`src/rtl/rv_ctrl_pkg.sv`:
```
// Shared encodings for the RV32I multi-cycle control path: opcodes,
// FSM states, instruction classes and the ALU / write-back select codes.
package rv_ctrl_pkg;

  localparam logic [6:0] OP_R      = 7'b0110011;
  localparam logic [6:0] OP_I      = 7'b0010011;
  localparam logic [6:0] OP_LOAD   = 7'b0000011;
  localparam logic [6:0] OP_STORE  = 7'b0100011;
  localparam logic [6:0] OP_BRANCH = 7'b1100011;
  localparam logic [6:0] OP_JAL    = 7'b1101111;
  localparam logic [6:0] OP_LUI    = 7'b0110111;

  typedef enum logic [2:0] {
    S_IF, S_ID, S_EX, S_MEM, S_WB, S_HALT
  } state_t;

  typedef enum logic [2:0] {
    C_R, C_I, C_LOAD, C_STORE, C_BRANCH, C_JAL, C_LUI, C_ILL
  } cls_t;

  localparam logic [1:0] ALU_ADD = 2'b00;
  localparam logic [1:0] ALU_SUB = 2'b01;
  localparam logic [1:0] ALU_FUN = 2'b10;

  localparam logic [1:0] WB_ALU = 2'b00;
  localparam logic [1:0] WB_MEM = 2'b01;
  localparam logic [1:0] WB_PC4 = 2'b10;

  // Map a raw opcode onto the instruction class the FSM sequences by.
  function automatic cls_t decode_op(input logic [6:0] op);
    cls_t c;
    case (op)
      OP_R:      c = C_R;
      OP_I:      c = C_I;
      OP_LOAD:   c = C_LOAD;
      OP_STORE:  c = C_STORE;
      OP_BRANCH: c = C_BRANCH;
      OP_JAL:    c = C_JAL;
      OP_LUI:    c = C_LUI;
      default:   c = C_ILL;
    endcase
    return c;
  endfunction

endpackage

```
`src/rtl/mem_wait_timer.sv`:
```
// Counts consecutive memory wait cycles while an access is outstanding and
// flags a timeout on the WAIT_MAX-th wait cycle so the FSM can halt.
module mem_wait_timer #(
  parameter int WAIT_MAX = 15
) (
  input  logic clk,
  input  logic rst,
  input  logic active,
  input  logic mem_ready,
  output logic timeout
);

  localparam int CW = $clog2(WAIT_MAX + 1);

  logic [CW-1:0] cnt;

  // The current wait cycle is the WAIT_MAX-th when WAIT_MAX-1 already elapsed.
  assign timeout = active && !mem_ready && (cnt == CW'(WAIT_MAX - 1));

  // Clear whenever the access completes, the FSM is elsewhere, or it faults.
  always_ff @(posedge clk or posedge rst) begin
    if (rst) begin
      cnt <= '0;
    end else if (!active || mem_ready || timeout) begin
      cnt <= '0;
    end else begin
      cnt <= cnt + CW'(1);
    end
  end

endmodule

```
`src/rtl/multicycle_ctrl.sv`:
```
// Multi-cycle RV32I control FSM: sequences fetch, decode, execute, memory
// and write-back, drives datapath enables/selects, counts retired
// instructions and latches a sticky halt on illegal opcode or mem timeout.
module multicycle_ctrl
  import rv_ctrl_pkg::*;
#(
  parameter int CNT_W    = 32,
  parameter int WAIT_MAX = 15
) (
  input  logic             clk,
  input  logic             rst,
  input  logic [6:0]       op,
  input  logic [2:0]       fun,
  input  logic             mem_ready,
  input  logic             br_taken,
  output logic             ir_we,
  output logic             pc_we,
  output logic             pc_sel,
  output logic             mem_re,
  output logic             mem_we,
  output logic             mem_addr_sel,
  output logic             rf_we,
  output logic [1:0]       wb_sel,
  output logic             alu_src_a,
  output logic             alu_src_b,
  output logic [1:0]       alu_op,
  output logic             halted,
  output logic [CNT_W-1:0] retired
);

  state_t state;
  cls_t   cls;
  cls_t   id_cls;
  logic   timeout;
  logic   retire;
  logic   wait_active;

  // funct3 is decoded inside the ALU; the control path never needs it.
  logic   fun_unused;
  assign fun_unused = ^fun;

  assign id_cls      = decode_op(op);
  assign wait_active = (state == S_IF) || (state == S_MEM);

  mem_wait_timer #(
    .WAIT_MAX (WAIT_MAX)
  ) u_wait (
    .clk       (clk),
    .rst       (rst),
    .active    (wait_active),
    .mem_ready (mem_ready),
    .timeout   (timeout)
  );

  // State sequencing, latched instruction class and sticky halt flag.
  always_ff @(posedge clk or posedge rst) begin
    if (rst) begin
      state  <= S_IF;
      cls    <= C_R;
      halted <= 1'b0;
    end else begin
      case (state)
        S_IF: begin
          if (mem_ready) begin
            state <= S_ID;
          end else if (timeout) begin
            state  <= S_HALT;
            halted <= 1'b1;
          end
        end
        S_ID: begin
          cls <= id_cls;
          if (id_cls == C_ILL) begin
            state  <= S_HALT;
            halted <= 1'b1;
          end else begin
            state <= S_EX;
          end
        end
        S_EX: begin
          case (cls)
            C_LOAD, C_STORE: state <= S_MEM;
            C_BRANCH:        state <= S_IF;
            default:         state <= S_WB;
          endcase
        end
        S_MEM: begin
          if (mem_ready) begin
            state <= (cls == C_LOAD) ? S_WB : S_IF;
          end else if (timeout) begin
            state  <= S_HALT;
            halted <= 1'b1;
          end
        end
        S_WB:    state <= S_IF;
        S_HALT:  state <= S_HALT;
        default: state <= S_IF;
      endcase
    end
  end

  // An instruction retires on the cycle it leaves its final state.
  assign retire = ((state == S_EX)  && (cls == C_BRANCH)) ||
                  ((state == S_MEM) && (cls == C_STORE) && mem_ready) ||
                   (state == S_WB);

  // Retired-instruction counter, wraps naturally at 2^CNT_W.
  always_ff @(posedge clk or posedge rst) begin
    if (rst) begin
      retired <= '0;
    end else if (retire) begin
      retired <= retired + CNT_W'(1);
    end
  end

  // Per-state enables and selects; forced quiet while rst is high so no
  // partial access or write escapes once reset rises.
  always_comb begin
    ir_we        = 1'b0;
    pc_we        = 1'b0;
    pc_sel       = 1'b0;
    mem_re       = 1'b0;
    mem_we       = 1'b0;
    mem_addr_sel = 1'b0;
    rf_we        = 1'b0;
    wb_sel       = WB_ALU;
    alu_src_a    = 1'b0;
    alu_src_b    = 1'b0;
    alu_op       = ALU_ADD;
    if (!rst) begin
      case (state)
        S_IF: begin
          mem_re = 1'b1;
          if (mem_ready) begin
            ir_we = 1'b1;
            pc_we = 1'b1;
          end
        end
        S_EX: begin
          case (cls)
            C_R: alu_op = ALU_FUN;
            C_I: begin
              alu_src_b = 1'b1;
              alu_op    = ALU_FUN;
            end
            C_LOAD, C_STORE, C_LUI: alu_src_b = 1'b1;
            C_BRANCH: begin
              alu_op = ALU_SUB;
              pc_we  = br_taken;
              pc_sel = 1'b1;
            end
            C_JAL: begin
              alu_src_a = 1'b1;
              alu_src_b = 1'b1;
              pc_we     = 1'b1;
              pc_sel    = 1'b1;
            end
            default: ;
          endcase
        end
        S_MEM: begin
          mem_addr_sel = 1'b1;
          if (cls == C_LOAD) begin
            mem_re = 1'b1;
          end else if (cls == C_STORE) begin
            mem_we = 1'b1;
          end
        end
        S_WB: begin
          rf_we = 1'b1;
          case (cls)
            C_LOAD:  wb_sel = WB_MEM;
            C_JAL:   wb_sel = WB_PC4;
            default: wb_sel = WB_ALU;
          endcase
        end
        default: ;
      endcase
    end
  end

endmodule

```
`config.mk`:
```
export PLATFORM = sky130hd
export DESIGN_NAME = multicycle_ctrl
export DESIGN_NICKNAME = d
export VERILOG_FILES = /design/src/rtl/rv_ctrl_pkg.sv /design/src/rtl/mem_wait_timer.sv /design/src/rtl/multicycle_ctrl.sv
export SDC_FILE = /design/constraint.sdc
export NUM_CORES = 1
export LEC_CHECK = 0
export ABC_AREA = 1
export CAP_MARGIN = 20
export CORE_MARGIN = 2
export CORE_UTILIZATION = 53
export DETAILED_ROUTE_END_ITERATION = 8
export DONT_BUFFER_PORTS = 1
export GPL_TIMING_DRIVEN = 0
export PLACE_DENSITY = 0.79
export SKIP_LAST_GASP = 1
export SYNTH_ARGS = -nofsm -noshare
export SYNTH_HDL_FRONTEND = slang
export SYNTH_HIERARCHICAL = 1
export SYNTH_SLANG_ARGS = --single-unit
```
`constraint.sdc`:
```
create_clock -name clk -period 1.8 [get_ports clk]
set_input_delay 0.18 -clock clk [delete_from_list [all_inputs] [get_ports clk]]
set_output_delay 0.18 -clock clk [all_outputs]
set_load 0.02 [all_outputs]
```
# Yosys cells after proc, flatten, opt, wreduce, memory -nomap -nowiden
# Index checks and enable logic that the tools add are counted.
# Widths: inputs -> output; s select.
[totals]
elab_cells = 96
output_inout_bits = 46
in_bits = 14
register_bits = 43
[classes]
addsub = 2
mux = 45
eq_ne = 23
reduce_logical = 21
[ops]
columns = ["operator", "count"]
rows = [
  ["$add 32x1->32 const B", 1],
  ["$mux 1", 26],
  ["$eq 7x6->1 const B", 3],
  ["$pmux 3 s7", 1],
  ["$eq 3x3->1 const B", 6],
  ["$mux 3", 5],
  ["$pmux 3 s5", 1],
  ["$eq 7x7->1 const B", 2],
  ["$eq 3x2->1 const B", 4],
  ["$mux 2", 4],
  ["$pmux 1 s2", 4],
  ["$pmux 2 s2", 2],
  ["$reduce_or 2->1", 4],
  ["$eq 7x2->1 const B", 1],
  ["$eq 7x5->1 const B", 1],
  ["$eq 3x1->1 const B", 2],
  ["$logic_not 3->1", 2],
  ["$pmux 3 s2", 1],
  ["$logic_and 1x1->1", 5],
  ["$logic_or 1x1->1", 5],
  ["$reduce_or 5->1", 1],
  ["$add 4x1->4 const B", 1],
  ["$eq 4x4->1 const B", 1],
  ["$mux 4", 1],
  ["5 further kinds", 7],
]

# Depth between registers and ports, before layout
[logic_depth]
ltp_word = 7
ltp_mapped = 10

# Hierarchy
# The synthesis kept the hierarchy.
[by_module_without_submodules]
columns = ["module", "cells_each", "instances", "area_each_um2"]
rows = [
  ["multicycle_ctrl", 430, 1, 2728.9],
  ["mem_wait_timer", 23, 1, 200.2],
]

# Worst setup path before layout
# OpenSTA, ideal clock, no wires.
[synth_timing]
kind = "input port to output port"
start = "in rst"
end = "out alu_op[1]"
arrival_ns = 1.803
path_buffers = 0
stages = 3
setup_slack_ns = -0.183
path_cell_list = "inv_1 > nand2_1 > nor3_1"
[synth_between]
elab_chain_len = 1
[synth_rtl]
columns = ["item", "line_no", "text"]
rows = [
  ["start, declared", "multicycle_ctrl.sv:11", "input logic rst,"],
  ["$mux 2", "multicycle_ctrl.sv:130", "if (!rst) begin"],
  ["end, declared", "multicycle_ctrl.sv:26", "output logic [1:0] alu_op,"],
]
# Every way passes these cells.

# Final worst setup path
[layout_timing]
start = "reg state[2]"
end = "out mem_re"
[layout_between]
elab_chain_len = 3
word_cells_on_any_way = 4
[layout_rtl]
columns = ["item", "line_no", "text"]
rows = [
  ["start, declared", "multicycle_ctrl.sv:31", "state_t state;"],
  ["start signal, assigned", "multicycle_ctrl.sv:89", "state <= (cls == C_LOAD) ? S_WB : S_IF;"],
  ["$eq 3x2->1 / $logic_not 3->1 (equally long branches)", "multicycle_ctrl.sv:131", "case (state)"],
  ["$pmux 1 s2 (*)", "multicycle_ctrl.sv:131", ""],
  ["$mux 1 (*)", "multicycle_ctrl.sv:130", ""],
  ["end, declared", "multicycle_ctrl.sv:19", "output logic mem_re,"],
]
# Mark *: on every way between the ends. The rest lies on a longest branch, timed or not.

==> impl_metrics.toml <==
[sta]
hold_violations = 0
clock-skew-final_ns = 0.0111
post-route-min-period_ns = 1.82
rsz0062_at_grt = "true"
min_period_over_period_pct = 101
slew_headroom_pct = 31.9
timing.final.ws_setup_ns = -0.0205
drv_slew = 0
tightest_slew_ns = 1.02
fmax_ghz = 0.549
setup_violations = 2
hold_slack_ns = 0.0538

[synthesis]
synth_seq_area_share_pct = 36.7
synthAdderAreaFrac_pct = 1.28
ys.warnings.count = 6
syn_area_um2 = 2930
avgSynthCellArea_um2 = 6.47
synth.top_cell.area_share_pct = 36.7
syn-num-nets = 470
yosysTopAreaCell = "dfrtp_1"
synth_xor_area_share_pct = 4.44
synth_top_family_by_area = "simple AND/OR/NAND/NOR gates"
ys_top_cells_by_area = "dfrtp_1, nand2_1, nor2_1"
synth_cells = 453
yosys.area_share.simple_pct = 44.8
ys_ff_latch = 43
synth.area.mux_share_pct = 0
synth_compound_gate_area_share_pct = 3.80
synth.distinct_cells = 31

[place]
dp_hpwl_um = 5340
port_buffers = 0
place_inst = 525
dp_slack_ns = -0.0430
place_congestion = 0.917

[clock_network]
clk_path_buf_depth = 2
numCtsBuffers = 5
clk_latency_ns = 0.31
cts_root_buf = "clkbuf_8"
clkTransAtPathRegs_ns = 0.08
cts_sinks = 43
cts_tree = "yes"
htree_num_levels = 2

[critical_path]
reg2reg_slack_ns = 0.10
critPathCaptureType = "output pin"
critical_path_class = "reg -> out"
worstPathRequired_ns = 1.62
crit_fanout = 4
crit_chain = "inv_2 > nand3_1 > inv_1 > nand4_1 > a21oi_2"
startpoint_type = "register"
arrival_ns = 1.64
cpPeakStageDelay_ns = 0.42
crit_slowest_cell = "dfrtp_1"

[die]
initial_utilization_pct = 54.2
dieArea_um2 = 6140
rows = 27
core_area_um2 = 5410
io_pins = 60
chipHeight_um = 78.3
die_width_um = 78.3

[final_layout]
final_cell_count_no_fill = 537
drive_above_1_share_pct = 12.0
nNetsFinal = 481
fin_util_pct = 59.8
antennaDiodeCount = 0
nFillCells = 511
syn_to_final_growth_pct = 10.3

[power]
leakagePower_nw = 1.44
seqPwrFrac_pct = 59.5
p_switching_mw = 0.373
pwr-share-comb_pct = 2.8
irDropWorstVdd_uv = 375
p_int_mw = 1.25
p_clk_share_pct = 37.7
power.total_mw = 1.62
swShare_pct = 23.0
p_per_area_nw_per_um2 = 502

[run_status]
outcome = "finished with violations"
violations = "negative setup slack"

[grt]
grt_pass1_wl_um = 11600
gr-usage-all-layers_pct = 23.4
gr-total-overflow = 0
grt_pass1_vias = 2621
antenna_found_initial = 0
grt_max_degree = 42

[flow_run]
drv_cap = 0

[detailed_routing]
drc_errors = 0
wl_per_cell_um = 13.5
viasPerCell = 5.44
antenna_left = 0
dr_total_vias = 2922
drt-initial-drc-count = 188
dr.pass1.iters = 4
routed_wl_um = 7260

[hold_path]
hold_path_class = "in -> reg"
## final cells by class
class | instances | area (um2) | area share [%]
timing repair buffer | 3 | 30.0 | 0.930
multi-input combinational | 352 | 1670 | 51.7
tap | 72 | 90.1 | 2.79
timing repair inverter | 1 | 5.00 | 0.155
clock buffer | 7 | 76.3 | 2.36
inverter | 52 | 199 | 6.16
sequential | 43 | 1090 | 33.7
buffer | 6 | 67.6 | 2.09
clock inverter | 1 | 5.00 | 0.155
## path summary, 6_finish.rpt
kind / from / end / depth (start not counted)
setup / recovery: state[2] / mem_re / 5
hold / removal: op[3] / cls[2] / 2
setup reg to reg: retired[0] / retired[24] / 10
hold reg to reg: u_wait/cnt[0] / u_wait/cnt[0] / 1
max in group asynchronous: rst / retired[9] / 2
min in group asynchronous: rst / u_wait/cnt[3] / 2
## kinds of logic after synthesis
kind of cell	after synthesis
xor+xnor	14
flops	43
buf+inv	58
fa+ha+maj	3
compound gates	20
simple gates	315
## what timing repair did
| item | in CTS | in global routing |
|---|---|---|
| gates cloned | 0 | 1 |
| resized for setup | 8 | 20 |
| endpoints found under the hold margin | 43 | 39 |
| setup endpoints to repair | 12 | 22 |
| buffers inserted | 0 | 0 |
| hold buffers | 1 | 2 |
| pin swaps | 0 | 1 |
## critical path, delay by kind of cell, from the launching register on
kind                   cells  cell delay, ns
AOI/OAI and AO/OA          1            0.31
buffers and inverters      2            0.27
DFF                        1            0.42
and+or+nand+nor            2            0.33
## per-layer routing
layer | share of wire (%) | track usage, %
met5 | 0 | 0
met4 | 2.7 | 9.82
met3 | 5.9 | 5.17
met2 | 49 | 43.4
met1 | 42 | 25.6
## Yosys cell counts (all sizes together)
master and count:
or2 1, nor3 8, ha 3, dfrtp 43
buf 6, o21ai 11, nand3b 2, nand2 188
a211oi 1, nand3 25, xnor2 2, inv 52
nor4 2, xor2 12, nand4 10, o22ai 1
o22a 1, nor2 78, a21oi 6, and2 1
## through the flow
| stage | TNS [ns] | cell area (um2) |
|---|---|---|
| after floorplan | 0 | 2930 |
| after global placement | -0.0751 | 3020 |
| after detailed placement | -0.122 | 3020 |
| after CTS | -0.171 | 3140 |
| after global routing | -0.413 | 3230 |
| final | -0.0217 | 3230 |
## cell usage in the layout, fill, tap and decap left out, types with 5 or more instances in the layout
cell type	Yosys	layout
clkbuf_8	0	5
dfrtp_1	43	34
dfrtp_2	0	9
inv_1	49	47
nand2_1	185	183
nand3_1	25	25
nand4_1	10	10
nor2_1	69	66
nor2_2	8	9
o21ai_0	9	9
xor2_1	11	11
## power by group through the flow
stage               Sequential [mW]  Combinational (mW)  Clock, mW
global route                  0.965              0.0528      0.653
global placement              0.984              0.0367          0
detailed placement            0.984              0.0383          0
CTS                           0.965              0.0401      0.626
finish                        0.965              0.0455      0.612
floorplan                     0.984              0.0297          0
## state kept, by name, summed over array words and instances, names as in the netlist
register	count
state	3
u_wait/cnt	4
cls	3
halted	1
retired	32
(Power assumes the default switching activity.)
